File: config.mk
export PLATFORM = sky130hd
export DESIGN_NAME = mult_div_unit
export DESIGN_NICKNAME = d
export VERILOG_FILES = /design/src/rtl/mult_div_unit_pkg.sv /design/src/rtl/mult_div_unit_div_sign_fix.sv /design/src/rtl/mult_div_unit.sv
export SDC_FILE = /design/constraint.sdc
export NUM_CORES = 1
export LEC_CHECK = 0
export CAP_MARGIN = 15
export CORE_UTILIZATION = 45
export DETAILED_ROUTE_END_ITERATION = 6
export GPL_ROUTABILITY_DRIVEN = 1
export PLACE_DENSITY = 0.71
export SYNTH_ARGS = -nofsm -noshare
export SYNTH_HDL_FRONTEND = slang
export SYNTH_SLANG_ARGS = --single-unit
File: constraint.sdc
create_clock -name clk -period 6.6 [get_ports clk]
set_clock_uncertainty 0.15 [all_clocks]
set_input_delay 1.98 -clock clk [delete_from_list [all_inputs] [get_ports clk]]
set_output_delay 1.98 -clock clk [all_outputs]
set_load 0.1 [all_outputs]
File: src/rtl/mult_div_unit_pkg.sv
// Shared definitions for the iterative multiply/divide unit and the control
// logic that drives its start/write strobes.
package mult_div_unit_pkg;

  localparam int MDU_WIDTH = 32;

  // Enough bits to count WIDTH iterations (6 bits for a 32-bit datapath).
  function automatic int iter_cnt_width(input int width);
    return $clog2(width) + 1;
  endfunction

  localparam int MDU_CNT_W = iter_cnt_width(MDU_WIDTH);

  typedef enum logic [2:0] {
    IDLE     = 3'd0,
    LOAD     = 3'd1,
    MUL_ITER = 3'd2,
    DIV_ITER = 3'd3,
    FINISH   = 3'd4
  } mdu_state_e;

  typedef enum logic {
    OP_MUL = 1'b0,
    OP_DIV = 1'b1
  } mdu_op_e;

endpackage

File: src/rtl/mult_div_unit_div_sign_fix.sv
// Converts unsigned quotient/remainder magnitudes into signed results; also
// reused to take operand absolute values before a divide starts.
module div_sign_fix
  import mult_div_unit_pkg::*;
#(
  parameter int WIDTH = MDU_WIDTH
) (
  input  logic [WIDTH-1:0] quot_mag,
  input  logic [WIDTH-1:0] rem_mag,
  input  logic             dividend_neg,
  input  logic             divisor_neg,
  output logic [WIDTH-1:0] quot,
  output logic [WIDTH-1:0] rem
);

  // Quotient is negative when operand signs differ; remainder follows the dividend.
  always_comb begin
    quot = (dividend_neg ^ divisor_neg) ? -quot_mag : quot_mag;
    rem  = dividend_neg ? -rem_mag : rem_mag;
  end

endmodule

File: src/rtl/mult_div_unit.sv
// Iterative signed multiply (radix-2 Booth) / divide (restoring) unit feeding
// the HI/LO registers of the multicycle MIPS datapath.
module mult_div_unit
  import mult_div_unit_pkg::*;
#(
  parameter int WIDTH = MDU_WIDTH
) (
  input  logic             clk,
  input  logic             reset,
  input  logic             start_mult,
  input  logic             start_div,
  input  logic             hi_write,
  input  logic             lo_write,
  input  logic [WIDTH-1:0] SrcA,
  input  logic [WIDTH-1:0] SrcB,
  output logic [WIDTH-1:0] HI,
  output logic [WIDTH-1:0] LO,
  output logic             busy,
  output logic             done,
  output logic             DIV_ZERO
);

  localparam int CNT_W = iter_cnt_width(WIDTH);
  localparam int AW    = 2 * WIDTH + 1;

  mdu_state_e       state, state_next;
  mdu_op_e          op;
  logic [AW-1:0]    acc;
  logic [WIDTH-1:0] m;
  logic [CNT_W-1:0] cnt;
  logic             a_neg, b_neg;
  logic             last_iter, div_by_zero;
  logic [WIDTH:0]   booth_a, booth_m, booth_sum;
  logic [WIDTH:0]   div_shift;
  logic [WIDTH+1:0] div_diff;
  logic [WIDTH-1:0] fix_q_in, fix_r_in, fix_q, fix_r;
  logic             fix_divisor_neg;

  assign last_iter   = (cnt == CNT_W'(WIDTH - 1));
  assign div_by_zero = (op == OP_DIV) && (m == '0);

  // NOTE: sequential state uses non-blocking assignments so every register
  // samples the pre-edge values regardless of statement order.
  always_ff @(posedge clk) begin
    if (reset) state <= IDLE;
    else       state <= state_next;
  end

  // NOTE: every combinational output gets a default first, so no path can
  // leave it unassigned and infer a latch.
  always_comb begin
    state_next = state;
    case (state)
      IDLE:     if (start_mult || start_div) state_next = LOAD;
      LOAD: begin
        if (div_by_zero)        state_next = IDLE;
        else if (op == OP_MUL)  state_next = MUL_ITER;
        else                    state_next = DIV_ITER;
      end
      MUL_ITER,
      DIV_ITER: if (last_iter) state_next = FINISH;
      FINISH:   state_next = IDLE;
      default:  state_next = IDLE;
    endcase
  end

  always_comb begin
    busy = (state != IDLE);
  end

  // Booth step: the add is done one bit wider so the arithmetic shift
  // always brings in the true sign, even for a most-negative multiplicand.
  always_comb begin
    booth_a = {acc[AW-1], acc[AW-1:WIDTH+1]};
    booth_m = {m[WIDTH-1], m};
    case (acc[1:0])
      2'b01:   booth_sum = booth_a + booth_m;
      2'b10:   booth_sum = booth_a - booth_m;
      default: booth_sum = booth_a;
    endcase
    div_shift = {acc[2*WIDTH-1:WIDTH], acc[WIDTH-1]};
    div_diff  = {1'b0, div_shift} - {2'b00, m};
  end

  // In LOAD the sign fixer yields |SrcB| on quot and |SrcA| on rem.
  always_comb begin
    if (state == LOAD) begin
      fix_q_in        = m;
      fix_r_in        = acc[WIDTH-1:0];
      fix_divisor_neg = a_neg ^ b_neg;
    end else begin
      fix_q_in        = acc[WIDTH-1:0];
      fix_r_in        = acc[2*WIDTH-1:WIDTH];
      fix_divisor_neg = b_neg;
    end
  end

  div_sign_fix #(.WIDTH(WIDTH)) u_sign_fix (
    .quot_mag     (fix_q_in),
    .rem_mag      (fix_r_in),
    .dividend_neg (a_neg),
    .divisor_neg  (fix_divisor_neg),
    .quot         (fix_q),
    .rem          (fix_r)
  );

  // NOTE: the datapath registers are few and flop-based, so all of them are
  // reset; nothing here is a RAM that would need to stay unreset.
  always_ff @(posedge clk) begin
    if (reset) begin
      HI       <= '0;
      LO       <= '0;
      acc      <= '0;
      m        <= '0;
      cnt      <= '0;
      op       <= OP_MUL;
      a_neg    <= 1'b0;
      b_neg    <= 1'b0;
      done     <= 1'b0;
      DIV_ZERO <= 1'b0;
    end else begin
      done     <= 1'b0;
      DIV_ZERO <= 1'b0;
      case (state)
        IDLE: begin
          if (start_mult) begin
            op  <= OP_MUL;
            m   <= SrcA;
            acc <= {{WIDTH{1'b0}}, SrcB, 1'b0};
          end else if (start_div) begin
            op    <= OP_DIV;
            m     <= SrcB;
            acc   <= {{(WIDTH+1){1'b0}}, SrcA};
            a_neg <= SrcA[WIDTH-1];
            b_neg <= SrcB[WIDTH-1];
          end else begin
            if (hi_write) HI <= SrcA;
            if (lo_write) LO <= SrcA;
          end
        end
        LOAD: begin
          cnt <= '0;
          if (div_by_zero) begin
            done     <= 1'b1;
            DIV_ZERO <= 1'b1;
          end else if (op == OP_DIV) begin
            acc <= {{(WIDTH+1){1'b0}}, fix_r};
            m   <= fix_q;
          end
        end
        MUL_ITER: begin
          acc <= {booth_sum, acc[WIDTH:1]};
          cnt <= cnt + CNT_W'(1);
        end
        DIV_ITER: begin
          if (!div_diff[WIDTH+1]) acc <= {div_diff[WIDTH:0], acc[WIDTH-2:0], 1'b1};
          else                    acc <= {div_shift, acc[WIDTH-2:0], 1'b0};
          cnt <= cnt + CNT_W'(1);
        end
        FINISH: begin
          done <= 1'b1;
          if (op == OP_MUL) begin
            HI <= acc[AW-1:WIDTH+1];
            LO <= acc[WIDTH:1];
          end else begin
            HI <= fix_r;
            LO <= fix_q;
          end
        end
        default: ;
      endcase
    end
  end

endmodule

Word level (Yosys, flattened, before mapping):

Index checks and enable logic that the tools add are counted.

* bits of input ports: 70
* output and inout port bits: 67
* word-level logic and storage cells: 96
* register bits after elaboration: 175

* multiplexer cells: 37
* bitwise gates (word level): 4
* equal/unequal tests: 17
* add/subtract/negate cells: 6
* reduce and logical (&&, ||, !) cells: 20

Operators with widths (count)
* $mux 32: 16
* $mux 65: 5
* $pmux 65 s4: 1
* $pmux 32 s2: 3
* $pmux 33 s2: 1
* $neg 32->32: 2
* $sub 33x32->34: 1
* $add 32x32->33: 1
* $sub 32x32->33: 1
* $logic_not 32->1: 1
* $reduce_and 4->1: 4
* $ne 2x2->1 const B: 7
* $pmux 6 s2: 1
* $pmux 3 s3: 1
* $reduce_bool 2->1: 4
* $add 6x1->6 const B: 1
* $eq 3x2->1 const B: 2
* $eq 6x5->1 const B: 1
* $mux 3: 2
* $ne 3x3->1 const B: 2
* $mux 1: 5
* $reduce_and 5->1: 1
* $reduce_and 2->1: 2
* $reduce_bool 4->1: 1
* other kinds (15): 18

Logic depth before layout (Yosys ltp):

* depth after elaboration: 7
* mapped depth: 21
* depth with buffers taken out: 19

Hierarchy:

A second synthesis with hierarchy kept.

* cells, all modules: 2224
* area, all modules: 16335.7 um^2

By module, submodules not included
* mult_div_unit: area an instance 14779.2 um^2, cells an instance 2008, sequential area each 3503.4 um^2, times used 1
* div_sign_fix: area an instance 1556.5 um^2, cells an instance 216, sequential area each 0.0 um^2, times used 1

Least setup slack after synthesis:

No wires, ideal clock.

* path kind: flip-flop to flip-flop
* start: reg state[2]
* end: reg LO[30]
* data required time: 6.347 ns
* setup slack: 2.469 ns
* period minus slack after synthesis: 4.131 ns
* path buffers: 8
* data arrival time: 3.878 ns
* library setup time: 0.103 ns
* cell stages (with the launch flop): 21
* path through: dfxtp_1 > buf_6 > or3b_1 > buf_6 > buf_6 > buf_6 > buf_6 > buf_2 > buf_2 > buf_2 > a21oi_1 > ha_1 > o211ai_1 > nor4b_2 > nand2_1 > nor2_1 > nand3_1 > inv_1 > a31oi_1 > xor2_1 > a2111oi_2

* word-level cells in the longest chain between the ends: 6
* elaborated cells on any way between the ends: 15
* classes of those cells: add/sub (1); eq/ne (5); mux (5); bitwise (1); reduce/logical (3)

RTL lines
* start: declaration: line mult_div_unit.sv:26 `mdu_state_e state, state_next;`
* start signal: assignment: line mult_div_unit.sv:46 `else state <= state_next;`
* $eq 3x1->1: line mult_div_unit.sv:87 `if (state == LOAD) begin`
* $mux 32 or $mux 1 (tied branches): line mult_div_unit.sv:87
* $neg 32->32 or $xor 1x1->1 (tied branches): line mult_div_unit_div_sign_fix.sv:18 `quot = (dividend_neg ^ divisor_neg) ? -quot_mag : quot_mag;`
* $mux 32: line mult_div_unit_div_sign_fix.sv:18
* $mux 32: line mult_div_unit.sv:162 `if (op == OP_MUL) begin`
* $pmux 32 s2: line mult_div_unit.sv:124 `case (state)`
* end signal: assignment: line mult_div_unit.sv:138 `if (lo_write) LO <= SrcA;`
* end signal: assignment: line mult_div_unit.sv:164 `LO <= acc[WIDTH:1];`
* end signal: assignment: line mult_div_unit.sv:167 `LO <= fix_q;`
* end: declaration: line mult_div_unit.sv:17 `output logic [WIDTH-1:0] LO,`

Several ways; a longest one is shown, not always the timed one.
A chain may end at the register's enable or synchronous reset.

Worst setup path after layout:

* start: reg state[2]
* end: out busy

* word-level cells in the longest chain between the ends: 1

RTL lines
* $reduce_bool 3->1: line mult_div_unit.sv:68 `busy = (state != IDLE);`
* end: declaration: line mult_div_unit.sv:18 `output logic busy,`

No other way between the ends.

==> run metrics <==
status complete, but fails checks; failing checks design-rule violations; via count 18768; compound-cell area share of the yosys netlist 29.6%; Initial DRC Count 2413; remaining antenna violation count 0; XOR/XNOR share of the synthesized area 7.11%; Ports 137; combinational power share 72.4%; max_cap viols 0; Achievable Freq 191 MHz; Sw Share 56.9%; TritonRoute pass-1 iters 7; CTS root buffer clkbuf_16; Area Overhead vs Synth 11.9%; vias in the first global route 17268; Post-synth ARST share 0%; Worst-path clk slew 80 ps; reg2reg path depth 13; Synth Instances 2362; clock network power share 10.0%; Post-Route WL 65.0 mm; RD Place Congestion 0.993; Max VDD drop 0.371 mV; syn nets 2504; dpl hpwl 47.5 mm; Flop pwr share 17.6%; leakage power 7.22 nW; Post-CTS Setup Bufs 0; largest net degree at the start of global routing 76; simple-gate share of the synthesized area 20.5%; initial antenna violation count 0; top post-synthesis cells by count nor2_1, a21oi_1, nand2_1, dfxtp_1, clkbuf_1; syn avg cell area 7.20 um2; Critical R2R Capture LO[28]; WP buf/inv 2; Post-synth EDFFs 0; Data required, critical path 4470 ps; CTS tree built; CP top delay family buffers and inverters; first-pass GRT wire length 99.4 mm; register bit total from synthesis 175; Yosys top cell area share 20.6%; total CTS buffers 17; Int Pwr 4.64 mW; switching pwr 6.12 mW; gr ovfl total 0; DP Cell Count 2835; TritonCTS Sinks 175; Setup crit end kind output pin; worst stage delay on the critical path 1020 ps; main combinational cell family by area after synthesis compound AO/OA/AOI/OAI gates; full die area 0.0386 mm2; startpoint types flop; htree depth 4; final hold viol count 0; Post-CTS Resized 0; post-placement worst setup slack 1710 ps; Post-Synth Adder-Cell Area 5.39%; post-synthesis mux area share 10.2%; Power Dens Cells 565 mW/mm2; Synth area leader dfxtp_1; Final #Nets 2492; hold_sp HI[17]; sequential area share after synthesis 20.6%; dominant synthesized flop cell dfxtp_1; min Tclk post-route 5240 ps; Core Box Area 0.0369 mm2; DRC viols 1; cells taking the most area after synthesis dfxtp_1, a21oi_1, mux2i_1; Worst-Skew Late Latency 480 ps; Cell Rows 70; CP Max Fanout 17; top-count cell post-synth nor2_1; Hold EP HI[17]; Hold Crit Class flop to flop; worst setup margin 1360 ps; non-filler cells, final 2867; Yosys cell types 94; Max Slew Vio Count 0; Worst path slowest cell clkdlybuf4s50_1; Rel. slew slack 26.4%; vias per cell 6.55; die boundary width 196 um; flop-to-flop setup slack 1370 ps; Post-Route Utilization 51.6%; WL/cell 22.7 um; Final setup violation count 0; Syn. warnings 0; RSZ-0062 raised after global routing false; worst-margin pin slew 1100 ps; # hold bufs at CTS 0; Global Route Usage Sum 32.8%; Post-Syn Area 0.0170 mm2; initial core utilization 46.1%; critical path arrival 3110 ps; Final period util 79.4%; Setup TNS Final 0 ps; antenna cells 0; critical path cell sequence nor3_1, inv_1, clkdlybuf4s50_1; Setup Crit Path Kind flop to output pin; worst r2r src state[2]; Die H 196 um; layout cells sized above 1 7.19%; IO buf count 136; clk buf depth 2; WHS Path Cells 2
[power groups by stage]
| stage | clock, mW | sequential [mW] | combinational [mW] |
|---|---|---|---|
| after floorplan | 0 | 1.97 | 5.63 |
| after global placement | 0 | 1.88 | 7.46 |
| after detailed placement | 0 | 1.89 | 7.55 |
| after CTS | 1.07 | 1.87 | 7.60 |
| after global routing | 1.11 | 1.93 | 8.38 |
| final | 1.07 | 1.89 | 7.78 |
[kinds of logic after synthesis]
kind of cell | count (synthesis)
mux | 166
xor+xnor | 138
simple gates | 764
fa+ha+maj | 72
buf+inv | 275
flops | 175
compound gates | 772
[sequential cells by signal (all words and copies together) (netlist names), 3 cells and up]
register	count
HI	32
LO	32
acc	65
cnt	6
m	32
state	3
[tightest hold or removal path, stage by stage (launching register included)]
cell	delay (ps)
dfxtp_1	320
nand2_1	50
a21oi_1	60
[per-stage QoR]
stage / hold WS, ps / total power [mW] / instance area [um2]
final: 318 / 10.8 / 19000
after global routing: 335 / 11.4 / 19000
after CTS: 316 / 10.5 / 19000
after detailed placement: 303 / 9.44 / 18400
after global placement: 296 / 9.34 / 18400
after floorplan: 299 / 7.60 / 17000
[how the worst max path moves through the flow]
stage                     startpoint  endpoint  cells past startpoint
after floorplan             state[2]    LO[30]                     20
after global placement      state[2]    LO[28]                     13
after detailed placement    state[2]    LO[28]                     13
after CTS                   state[2]      busy                      3
after global routing        state[2]    LO[28]                     13
final                       state[2]      busy                      3
[metal layers]
layer / vias up / routed length, um / global-route usage (%)
met5: - / 0 / 0
met4: 0 / 3550 / 18.4
met3: 215 / 5300 / 4.02
met2: 1072 / 29800 / 52.9
met1: 8897 / 26300 / 42.5
li1: 8584 / - / -
[layout by cell type, fill, tap and decap left out, types with 14 or more instances in the layout]
master and count:
inv_1 70, nor3_1 63, a31o_2 16, a21oi_1 259, a222oi_1 18, a22oi_1 33, and3_1 15, mux2_2 40
nor4_1 18, xor2_1 37, a31oi_1 34, o22ai_1 17, nand2_1 218, o31ai_1 14, a21o_1 24, nand4_1 23
nand3_1 23, a211oi_1 56, buf_4 38, dfxtp_1 172, o211ai_1 43, mux2i_1 124, a221oi_1 14, nor2_1 299
clkdlybuf4s50_1 134, clkbuf_16 17, ha_1 70, nor2b_1 16, xnor2_1 101, nand2b_1 16, o21a_1 18, o21ai_0 115
[cell type report]
type | instances | area (um2)
fillers | 3603 | 17800
multi-input cells | 1912 | 12400
flip-flops and latches | 175 | 3510
repair buffers | 172 | 1630
well taps | 504 | 631
clock buffers | 17 | 425
inverters | 72 | 270
clock inverters | 15 | 169
(Power assumes the default switching activity.)
